==> src/rtl/tape_pkg.sv <==
// -----------------------------------------------------------------------------
// tape_pkg
//   Shared definitions for the Oric tape byte encoder:
//     - tape_state_e : encoder FSM states (IDLE/HIGH/LOW/FIN)
//     - DEF_*        : default half-cycle lengths and stop-bit count
//     - FW()         : frame width for a given number of stop bits
//     - odd_parity() : parity bit that makes data+parity hold an odd count of ones
//     - cnt_width()  : counter width helper (never returns less than 1)
//     - max3()       : largest of three cycle counts
// -----------------------------------------------------------------------------
package tape_pkg;

  typedef enum logic [1:0] {
    IDLE = 2'd0,
    HIGH = 2'd1,
    LOW  = 2'd2,
    FIN  = 2'd3
  } tape_state_e;

  localparam int unsigned DEF_HI_CYC    = 32'd5000;
  localparam int unsigned DEF_LO1_CYC   = 32'd5000;
  localparam int unsigned DEF_LO0_CYC   = 32'd10000;
  localparam int unsigned DEF_STOP_BITS = 32'd4;

  // Start bit + 8 data bits + parity + stop bits.
  function automatic int unsigned FW(input int unsigned stop_bits);
    return 32'd10 + stop_bits;
  endfunction

  // XNOR-reduce: the returned bit brings the total number of ones to odd.
  function automatic logic odd_parity(input logic [7:0] d);
    return ~^d;
  endfunction

  // Bits needed to hold values up to max_val-1; a 1-bit minimum keeps
  // degenerate parameterisations from producing zero-width vectors.
  function automatic int unsigned cnt_width(input int unsigned max_val);
    if (max_val <= 32'd2) begin
      return 32'd1;
    end else begin
      return $clog2(max_val);
    end
  endfunction

  function automatic int unsigned max3(input int unsigned a,
                                       input int unsigned b,
                                       input int unsigned c);
    int unsigned m;
    m = a;
    if (b > m) begin
      m = b;
    end else begin
      m = m;
    end
    if (c > m) begin
      m = c;
    end else begin
      m = m;
    end
    return m;
  endfunction

endpackage : tape_pkg

==> src/rtl/tape_phase_timer.sv <==
// -----------------------------------------------------------------------------
// tape_phase_timer
//   Loadable down counter that times one half of a tape bit cycle.
//   Priority: clr > load > dec. Decrement saturates at zero; the encoder
//   always reloads at zero so the saturation never matters in normal use.
// Ports:
//   clk, reset_n : clock, asynchronous active-low reset
//   clr          : synchronous clear to zero
//   load         : load load_val
//   dec          : count down by one
//   load_val     : reload value (cycles - 1)
//   zero         : counter currently at zero
// -----------------------------------------------------------------------------
module tape_phase_timer #(
  parameter int unsigned W = 32'd14
) (
  input  logic         clk,
  input  logic         reset_n,
  input  logic         clr,
  input  logic         load,
  input  logic         dec,
  input  logic [W-1:0] load_val,
  output logic         zero
);

  logic [W-1:0] cnt_q;
  logic [W-1:0] cnt_d;

  // Next counter value.
  always_comb begin
    cnt_d = cnt_q;
    if (clr) begin
      cnt_d = '0;
    end else if (load) begin
      cnt_d = load_val;
    end else if (dec && (cnt_q != '0)) begin
      cnt_d = cnt_q - W'(1);
    end else begin
      cnt_d = cnt_q;
    end
  end

  // Counter register.
  always_ff @(posedge clk or negedge reset_n) begin
    if (!reset_n) begin
      cnt_q <= '0;
    end else begin
      cnt_q <= cnt_d;
    end
  end

  assign zero = (cnt_q == '0);

endmodule : tape_phase_timer

==> src/rtl/tape_byte_encoder.sv <==
// -----------------------------------------------------------------------------
// tape_byte_encoder
//   Serialises one byte per start pulse into an Oric tape frame
//   {STOP_BITS x '1', parity, din[7:0], '0'} sent LSB first. Every bit is one
//   FSK square-wave cycle on dout: a high half of HI_CYC clocks followed by a
//   low half of LO1_CYC ('1') or LO0_CYC ('0') clocks. A single-cycle done
//   pulse (FIN state) marks completion; abort cancels silently.
//
//   Optional build macro TAPE_SLOW_EN adds the 'slow' input (sampled with
//   start). With slow=1 a '1' bit is 8 cycles of HI_CYC/LO1_CYC halves and a
//   '0' bit is 4 cycles of 2*HI_CYC/LO0_CYC halves. Without the macro only the
//   fast format exists and no repeat counter is built.
//
// Ports:
//   clk      : system clock
//   reset_n  : asynchronous active-low reset
//   start    : single-cycle request, din (and slow) sampled on this cycle
//   slow     : (TAPE_SLOW_EN only) select slow format for this frame
//   din      : byte to encode
//   abort    : synchronous cancel of the frame in progress
//   busy     : frame in progress (registered)
//   done     : one-cycle completion pulse (registered)
//   dout     : tape waveform (registered)
//
// Parameters: HI_CYC, LO1_CYC, LO0_CYC half-cycle lengths in clocks (>= 1);
//             STOP_BITS number of trailing '1' bits, legal range 1..7.
// -----------------------------------------------------------------------------
module tape_byte_encoder #(
  parameter int unsigned HI_CYC    = tape_pkg::DEF_HI_CYC,
  parameter int unsigned LO1_CYC   = tape_pkg::DEF_LO1_CYC,
  parameter int unsigned LO0_CYC   = tape_pkg::DEF_LO0_CYC,
  parameter int unsigned STOP_BITS = tape_pkg::DEF_STOP_BITS
) (
  input  logic       clk,
  input  logic       reset_n,
  input  logic       start,
`ifdef TAPE_SLOW_EN
  input  logic       slow,
`endif
  input  logic [7:0] din,
  input  logic       abort,
  output logic       busy,
  output logic       done,
  output logic       dout
);

  import tape_pkg::*;

  localparam int unsigned FRAME_W = FW(STOP_BITS);
`ifdef TAPE_SLOW_EN
  localparam int unsigned HI_LONG_CYC = 32'd2 * HI_CYC;
`else
  localparam int unsigned HI_LONG_CYC = HI_CYC;
`endif
  localparam int unsigned MAX_CYC = max3(HI_LONG_CYC, LO1_CYC, LO0_CYC);
  localparam int unsigned CNT_W   = cnt_width(MAX_CYC);
  localparam int unsigned IDX_W   = cnt_width(FRAME_W);

  // Reload values are length-1 because the zero cycle is part of the phase.
  localparam logic [CNT_W-1:0] HI_RLD  = CNT_W'(HI_CYC - 32'd1);
  localparam logic [CNT_W-1:0] LO1_RLD = CNT_W'(LO1_CYC - 32'd1);
  localparam logic [CNT_W-1:0] LO0_RLD = CNT_W'(LO0_CYC - 32'd1);
`ifdef TAPE_SLOW_EN
  localparam logic [CNT_W-1:0] HI_LONG_RLD = CNT_W'(HI_LONG_CYC - 32'd1);
  // Extra square-wave repeats after the first one, per bit value.
  localparam logic [2:0]       REP_ONE     = 3'd7;
  localparam logic [2:0]       REP_ZERO    = 3'd3;
`endif
  localparam logic [IDX_W-1:0] LAST_IDX = IDX_W'(FRAME_W - 32'd1);

  tape_state_e          state_q;
  tape_state_e          state_d;
  logic [FRAME_W-1:0]   shift_q;
  logic [FRAME_W-1:0]   shift_d;
  logic [IDX_W-1:0]     idx_q;
  logic [IDX_W-1:0]     idx_d;
  logic                 busy_q;
  logic                 busy_d;
  logic                 done_q;
  logic                 done_d;
  logic                 dout_q;
  logic                 dout_d;
`ifdef TAPE_SLOW_EN
  logic                 slow_q;
  logic                 slow_d;
  logic [2:0]           rep_q;
  logic [2:0]           rep_d;
`endif

  logic                 tmr_clr;
  logic                 tmr_load;
  logic                 tmr_dec;
  logic [CNT_W-1:0]     tmr_val;
  logic                 tmr_zero;

  tape_phase_timer #(
    .W (CNT_W)
  ) u_timer (
    .clk      (clk),
    .reset_n  (reset_n),
    .clr      (tmr_clr),
    .load     (tmr_load),
    .dec      (tmr_dec),
    .load_val (tmr_val),
    .zero     (tmr_zero)
  );

  // FSM next state, frame shifter and timer control.
  always_comb begin
    state_d  = state_q;
    shift_d  = shift_q;
    idx_d    = idx_q;
    tmr_clr  = 1'b0;
    tmr_load = 1'b0;
    tmr_dec  = 1'b0;
    tmr_val  = '0;
`ifdef TAPE_SLOW_EN
    slow_d   = slow_q;
    rep_d    = rep_q;
`endif
    case (state_q)
      IDLE: begin
        tmr_clr = 1'b1;
        // abort has priority: a simultaneous start is dropped.
        if (start && !abort) begin
          state_d  = HIGH;
          shift_d  = {{STOP_BITS{1'b1}}, odd_parity(din), din, 1'b0};
          idx_d    = '0;
          tmr_clr  = 1'b0;
          tmr_load = 1'b1;
`ifdef TAPE_SLOW_EN
          // First bit is the '0' start bit.
          slow_d   = slow;
          tmr_val  = slow ? HI_LONG_RLD : HI_RLD;
          rep_d    = slow ? REP_ZERO : 3'd0;
`else
          tmr_val  = HI_RLD;
`endif
        end else begin
          state_d = IDLE;
        end
      end

      HIGH: begin
        if (abort) begin
          state_d = IDLE;
          tmr_clr = 1'b1;
        end else if (tmr_zero) begin
          state_d  = LOW;
          tmr_load = 1'b1;
          tmr_val  = shift_q[0] ? LO1_RLD : LO0_RLD;
        end else begin
          tmr_dec = 1'b1;
        end
      end

      LOW: begin
        if (abort) begin
          state_d = IDLE;
          tmr_clr = 1'b1;
        end else if (tmr_zero) begin
`ifdef TAPE_SLOW_EN
          // Slow format: repeat the same bit before moving on.
          if (rep_q != 3'd0) begin
            rep_d    = rep_q - 3'd1;
            state_d  = HIGH;
            tmr_load = 1'b1;
            tmr_val  = (slow_q && !shift_q[0]) ? HI_LONG_RLD : HI_RLD;
          end else
`endif
          if (idx_q == LAST_IDX) begin
            state_d = FIN;
            tmr_clr = 1'b1;
          end else begin
            state_d  = HIGH;
            shift_d  = {1'b0, shift_q[FRAME_W-1:1]};
            idx_d    = idx_q + IDX_W'(1);
            tmr_load = 1'b1;
`ifdef TAPE_SLOW_EN
            tmr_val  = (slow_q && !shift_q[1]) ? HI_LONG_RLD : HI_RLD;
            rep_d    = slow_q ? (shift_q[1] ? REP_ONE : REP_ZERO) : 3'd0;
`else
            tmr_val  = HI_RLD;
`endif
          end
        end else begin
          tmr_dec = 1'b1;
        end
      end

      FIN: begin
        // start here is ignored; the frame already reported done.
        state_d = IDLE;
        tmr_clr = 1'b1;
      end

      default: begin
        state_d = IDLE;
        tmr_clr = 1'b1;
      end
    endcase
  end

  // Outputs follow the state being entered so they are registered yet aligned.
  always_comb begin
    busy_d = (state_d == HIGH) || (state_d == LOW);
    done_d = (state_d == FIN);
    dout_d = (state_d == HIGH);
  end

  // State, frame and output registers.
  always_ff @(posedge clk or negedge reset_n) begin
    if (!reset_n) begin
      state_q <= IDLE;
      shift_q <= '0;
      idx_q   <= '0;
      busy_q  <= 1'b0;
      done_q  <= 1'b0;
      dout_q  <= 1'b0;
    end else begin
      state_q <= state_d;
      shift_q <= shift_d;
      idx_q   <= idx_d;
      busy_q  <= busy_d;
      done_q  <= done_d;
      dout_q  <= dout_d;
    end
  end

`ifdef TAPE_SLOW_EN
  // Slow-format mode flag and per-bit repeat counter.
  always_ff @(posedge clk or negedge reset_n) begin
    if (!reset_n) begin
      slow_q <= 1'b0;
      rep_q  <= 3'd0;
    end else begin
      slow_q <= slow_d;
      rep_q  <= rep_d;
    end
  end
`endif

  assign busy = busy_q;
  assign done = done_q;
  assign dout = dout_q;

endmodule : tape_byte_encoder
==> config.mk <==
export PLATFORM = sky130hd
export DESIGN_NAME = tape_byte_encoder
export DESIGN_NICKNAME = d
export VERILOG_FILES = /design/src/rtl/tape_pkg.sv /design/src/rtl/tape_phase_timer.sv /design/src/rtl/tape_byte_encoder.sv
export SDC_FILE = /design/constraint.sdc
export NUM_CORES = 1
export LEC_CHECK = 0
export BUFFER_PORTS_ARGS = -buffer_cell sky130_fd_sc_hd__buf_2
export CAP_MARGIN = 40
export CORE_UTILIZATION = 30
export CTS_CLUSTER_DIAMETER = 40
export DETAILED_ROUTE_END_ITERATION = 16
export RECOVER_POWER = 50
export SYNTH_ARGS = -nofsm -noshare
export SYNTH_HDL_FRONTEND = slang
export SYNTH_SLANG_ARGS = --single-unit
==> constraint.sdc <==
create_clock -name clk -period 2.4 [get_ports clk]
set_input_delay 0 -clock clk [delete_from_list [all_inputs] [get_ports clk]]
set_output_delay 0 -clock clk [all_outputs]
set_load 0.03 [all_outputs]
## Word level (Yosys, flattened, before mapping)

Index checks and enable logic that the tools add are counted.

- Reductions and logical operators: 12
- Div/mod/pow operators: 0
- Equal/unequal tests: 11
- $add $sub $neg: 2
- Bitwise gates (word level): 0
- Mux-type cells: 44
- Multipliers: 0
- Shifts and indexed selects: 0
- Magnitude comparators: 0

Operators by type and width:

| operator | number |
|---|---|
| $mux W14 | 10 |
| $mux W13 | 4 |
| $pmux W14 S3 | 1 |
| $pmux W14 S2 | 1 |
| $mux W4 | 4 |
| $mux W1 | 15 |
| $logic_not A14 Y1 | 1 |
| $reduce_bool A14 Y1 | 1 |
| $sub A14 B1 Y14 const B | 1 |
| $mux W2 | 5 |
| $eq A2 B2 Y1 const B | 4 |
| $ne A2 B2 Y1 const B | 4 |
| $pmux W2 S4 | 1 |
| $pmux W4 S2 | 1 |
| $reduce_xnor A8 Y1 | 1 |
| $reduce_and A5 Y1 | 1 |
| $add A4 B1 Y4 const B | 1 |
| $eq A2 B1 Y1 const B | 2 |
| $eq A4 B4 Y1 const B | 1 |
| $pmux W1 S4 | 1 |
| $pmux W1 S3 | 1 |
| $reduce_bool A3 Y1 | 1 |
| $logic_and A1 B1 Y1 | 2 |
| $logic_not A2 Y1 | 1 |
| 4 further kinds | 4 |

- Memory bits (writable): 0
- Memories: 0
- Memory bits (read-only): 0
- Register bits: 37
- Bits in latches: 0
- Word-level logic and storage cells: 76

## Longest topological paths before layout

- Depth in word-level cells: 8
- Depth in mapped cells: 10

## By module

From an unflattened synthesis, not the netlist that was laid out.

- Cells, all modules: 254
- Area total of the unflattened synthesis: 2,328.5 um^2

By module, submodules not included:

| module | times used | cells an instance | area an instance (um^2) |
|---|---|---|---|
| tape_byte_encoder | 1 | 132 | 1,282.5 |
| tape_phase_timer | 1 | 122 | 1,046.0 |

## Least setup slack after synthesis

No wires, ideal clock.

- Path type: register -> register
- Start: reg u_timer.cnt_q[0]
- End: reg done_q, in the netlist done
- Setup time: 0.121 ns
- Path slack: 0.254 ns
- Period minus slack after synthesis: 2.146 ns
- Data arrival time: 2.024 ns
- Cell stages (with the launch flop): 11
- Path buffers: 2
- Cells stage by stage: dfrtp_1 inv_1 ha_1 nor3b_1 and4_1 buf_4 buf_4 a21oi_1 o221ai_1 inv_1 ha_1

- Longest elaborated chain between the ends: 5
- Elaborated cells on any way between the ends: 7

RTL lines:

| item | RTL line | RTL |
|---|---|---|
| start, declared | tape_phase_timer.sv:26 | `logic [W-1:0] cnt_q;` |
| start signal, assigned | tape_phase_timer.sv:48 | `cnt_q <= cnt_d;` |
| $logic_not A14 Y1 (*) | tape_phase_timer.sv:52 | `assign zero = (cnt_q == '0);` |
| $mux W2, on equally long branches | tape_byte_encoder.sv:161, tape_byte_encoder.sv:148 |  |
| $mux W2, on equally long branches | tape_byte_encoder.sv:158, tape_byte_encoder.sv:145 |  |
| $pmux W2 S4 (*) | tape_byte_encoder.sv:121 | `case (state_q)` |
| net state_d[1] | tape_byte_encoder.sv:72 | `tape_state_e state_d;` |
| $eq A2 B2 Y1 (*) | tape_byte_encoder.sv:207 | `done_d = (state_d == FIN);` |
| net done_d | tape_byte_encoder.sv:80 | `logic done_d;` |
| end signal, assigned | tape_byte_encoder.sv:225 | `done_q <= done_d;` |
| end, declared | tape_byte_encoder.sv:79 | `logic done_q;` |

The timed path passes the listed nets; every way through them passes the cells marked *.
A chain may end at the register's enable or synchronous reset.

## Worst setup path in the final report

- Start: reg u_timer.cnt_q[0]
- End: reg idx_q[2]

- Longest elaborated chain between the ends: 3

RTL lines:

| item | RTL line | RTL |
|---|---|---|
| $logic_not A14 Y1 | tape_phase_timer.sv:52 |  |
| $ne A2 B2 Y1 (no source line) | -- |  |
| $reduce_and A5 Y1 (no source line) | -- |  |
| end signal, assigned | tape_byte_encoder.sv:223 | `idx_q <= idx_d;` |
| end, declared | tape_byte_encoder.sv:75 | `logic [IDX_W-1:0] idx_q;` |

Every way passes these cells.

==> summary.md <==
| Metric | Value |
|---|---|
| Chip height | about 90 um |
| Area delta synth->final | 14.4% |
| Hold Path Origin | din[3] |
| DP Worst Slack | about 0.20 ns |
| Hold path depth | 3 |
| Simple-gate area share of the yosys netlist | 0.179 |
| Vias in the first global route | around 1,800 |
| # H-tree levels | 2 |
| Final Max Tran Viols | 0 |
| GRT overflow | 0 |
| Period utilization | 0.923 |
| Max VDD drop | 299 uV |
| Syn. warnings | 0 |
| Switch share | 0.388 |
| WP data arrival | 2.43 ns |
| Top cells by area, synth | dfrtp_1 (42%), ha_1 (6.2%), a21oi_1 (5.0%) |
| EDFF count, synth | 0 |
| Largest family of logic cells by synthesized area | simple AND/OR/NAND/NOR gates |
| Switch Pwr | between 800 and 900 uW |
| Hold Path Class | in2reg |
| Metal1 wirelength | about 2200 um |
| Antenna Cells | 0 |
| Final nets | between 200 and 300 |
| Clk pwr share | 0.198 |
| DIE WIDTH | roughly 88 um |
| CTS resizes | 0 |
| Status | completed |
| Hpwl dp | 3370 um |
| WHS Endpoint | shift_q[4] |
| Compound-Gate Fraction of Synth Area | 0.158 |
| Share of layout cells above drive strength 1 | 0.176 |
| Die Area | 7750 sq um |
| Worst Slack Setup Final | approximately 0.18 ns |
| Routability cong. | 0.814 |
| Final-report hold violation count | 0 |
| Predominant post-synthesis flop cell | dfrtp_1 |
| Largest net degree at the start of global routing | 21 |
| Met3 wire length | around 130 um |
| Max frequency | 451 MHz |
| Sequential area share after synthesis | 0.417 |
| CTS tree | done |
| Pwr dens | 850 nW/um^2 |
| Worst slew margin | 0.271 |
| Fin util | 0.352 |
| Yosys top cell by area | dfrtp_1 |
| Initial antenna violation count | 0 |
| Clk_lat worst skew | 0.29 ns |
| Final instance area | 2540 sq um |
| Fin cells | 349 |
| Yosys reg bits | 37 |
| Clock transition at path regs | around 0.080 ns |
| Routed Antenna Nets | 0 |
| Clock Path Buffers | 2 |
| Int Power | roughly 1.3 mW |
| Placed cell areas | between 2000 and 2500 sq um |
| Worst reg2reg endpoint | idx_q[2] |
| Clock skew | 0.00757 ns |
| Max cap viols | 0 |
| Crit Path Category | reg2reg |
| Slew @ Worst Pin | 1.09 ns |
| PnR Total Power | ~2.2 mW |
| Root Driver | clkbuf_8 |
| Share of synthesized registers carrying an async set or reset | 1.00 |
| # DRC | 0 |
| Via density | just under 5 |
| Req. time, crit path | around 2.6 ns |
| GR Util All Layers | 0.134 |
| CTS sink count | 37 |
| Synthesized-area fraction occupied by xor and xnor cells | 0.0749 |
| CP Max Fanout | 9 |
| Worst R2R Path Depth | 8 |
| Synthesized Nets | 248 |
| Metal2 WL | 2170 um |
| Unrepaired setup endpoints after global routing | false |
| Minimum clock period | 2.22 ns |
| DP Cell Count | between 300 and 400 |
| Max layer used | met4 |
| Flop pwr share | 0.394 |
| Setup TNS | 0 ns |
| Netlist Area Pre-Place | approximately 2200 sq um |
| Floorplan Core Area | slightly above 7000 sq um |
| CP Launch Type | flip-flop |
| Yosys cell types | 45 |
| Logic pwr share | 0.407 |
| Post-synth top area share | 0.417 |
| Crit path capture type | flip-flop |
| Total CTS buffers | 5 |
| First-pass iteration count of the detailed router | 4 |
| FP Rows | 31 |
| Number of I/O port buffers | 14 |
| Reg2reg start | u_timer.cnt_q[0] |
| Global-route wire length before repair | slightly above 8000 um |
| Mux contribution to synthesized area | 0.0614 |
| R2r setup slk | around 0.18 ns |
| Starting density of the core | 0.308 |
| Total I/O pin count | 15 |
| Mean Syn Cell Area | about 9.9 sq um |
| WL final | around 4500 um |
| Adder-Cell Fraction of Synth Area | 0.0620 |
| Gate Count Post-Synth | 225 |
| Routed len/inst | between 10 and 15 um |
| Lkg Pwr | roughly 1.1 nW |
| Vias | ~1,700 |
| Initial detailed-routing violation count | 37 |
| Hold slack | 0.0544 ns |
| Final Setup Violations | 0 |
## per-layer routing
layer,vias up,global-route usage
li1,856,-
met1,827,0.172
met2,27,0.227
met3,5,0.0311
met4,0,0.0352
met5,-,0
## cells in the mapped netlist (all sizes together), types with 6 or more instances
master,instances
a21oi,23
a31oi,9
buf,8
dfrtp,37
ha,11
inv,12
mux2i,11
nand2,13
nand3,6
nand4,7
nor2,13
nor3,13
o21ai,10
xnor2,12
xor2,7
## cells by family (layout without fill, tap and decap cells)
kind of cell,count (synthesis),after routing
AO/OA/AOI/OAI,53,53
XOR/XNOR,19,19
multiplexers,13,13
AND/OR/NAND/NOR,69,69
buffers and inverters,23,48
flip-flops,37,37
adder cells (fa/ha/maj),11,11
## power groups by stage
stage | sequential, mW | clock (mW) | combinational (mW)
after CTS | 0.853 | 0.442 | 0.892
final | 0.852 | 0.428 | 0.880
after global placement | 0.861 | 0 | 0.864
after detailed placement | 0.860 | 0 | 0.889
after floorplan | 0.846 | 0 | 0.659
after global routing | 0.870 | 0.472 | 0.991
## worst max-delay path: stages, from the launching register on
cell and delay [ns]:
dfrtp_1 0.41, inv_1 0.12, ha_1 0.15, nor3b_1 0.22, and4_1 0.43, buf_4 0.20
o211ai_4 0.10, or3_1 0.33, a21oi_1 0.16
## layout make-up
cell class              instances  area, sq um
clock inverters                 2         10.0
inverters                      12         45.0
repair buffers                 28          171
fillers                       751         4670
clock buffers                   6         72.6
multi-input cells             165         1190
well taps                      99          124
flip-flops and latches         37          926
## sequential cells by signal (all words and copies together) (netlist names)
register	count
state_q	2
u_timer.cnt_q	14
dout	1
done	1
shift_q	14
busy	1
idx_q	4
## timing repair
action | CTS | global route
hold endpoints to repair | 17 | 0
hold buffers | 1 | 0
setup buffers | 0 | 1
setup endpoints to repair | 0 | 3
## layout by cell type (no fill, tap or decap), types with 3 or more instances in the layout
| master | instances |
|---|---|
| a21oi_1 | 22 |
| a31oi_1 | 8 |
| and3_1 | 3 |
| buf_2 | 12 |
| buf_4 | 12 |
| clkbuf_1 | 4 |
| clkbuf_8 | 5 |
| dfrtp_1 | 37 |
| ha_1 | 11 |
| inv_1 | 12 |
| mux2i_1 | 11 |
| nand2_1 | 12 |
| nand3_1 | 6 |
| nand4_1 | 6 |
| nor2_1 | 13 |
| nor3_1 | 12 |
| o21ai_0 | 9 |
| or3_1 | 3 |
| xnor2_1 | 12 |
| xor2_1 | 7 |
## worst max-delay path by stage
stage	startpoint	endpoint	depth (start not counted)
2_1_floorplan	u_timer.cnt_q[0]	done	10
3_3_place_gp	u_timer.cnt_q[0]	idx_q[2]	8
3_5_place_dp	u_timer.cnt_q[0]	idx_q[2]	8
4_1_cts	u_timer.cnt_q[0]	idx_q[2]	8
5_1_grt	reset_n	idx_q[2]	3
6_report	u_timer.cnt_q[0]	idx_q[2]	8
(Power assumes the default switching activity.)
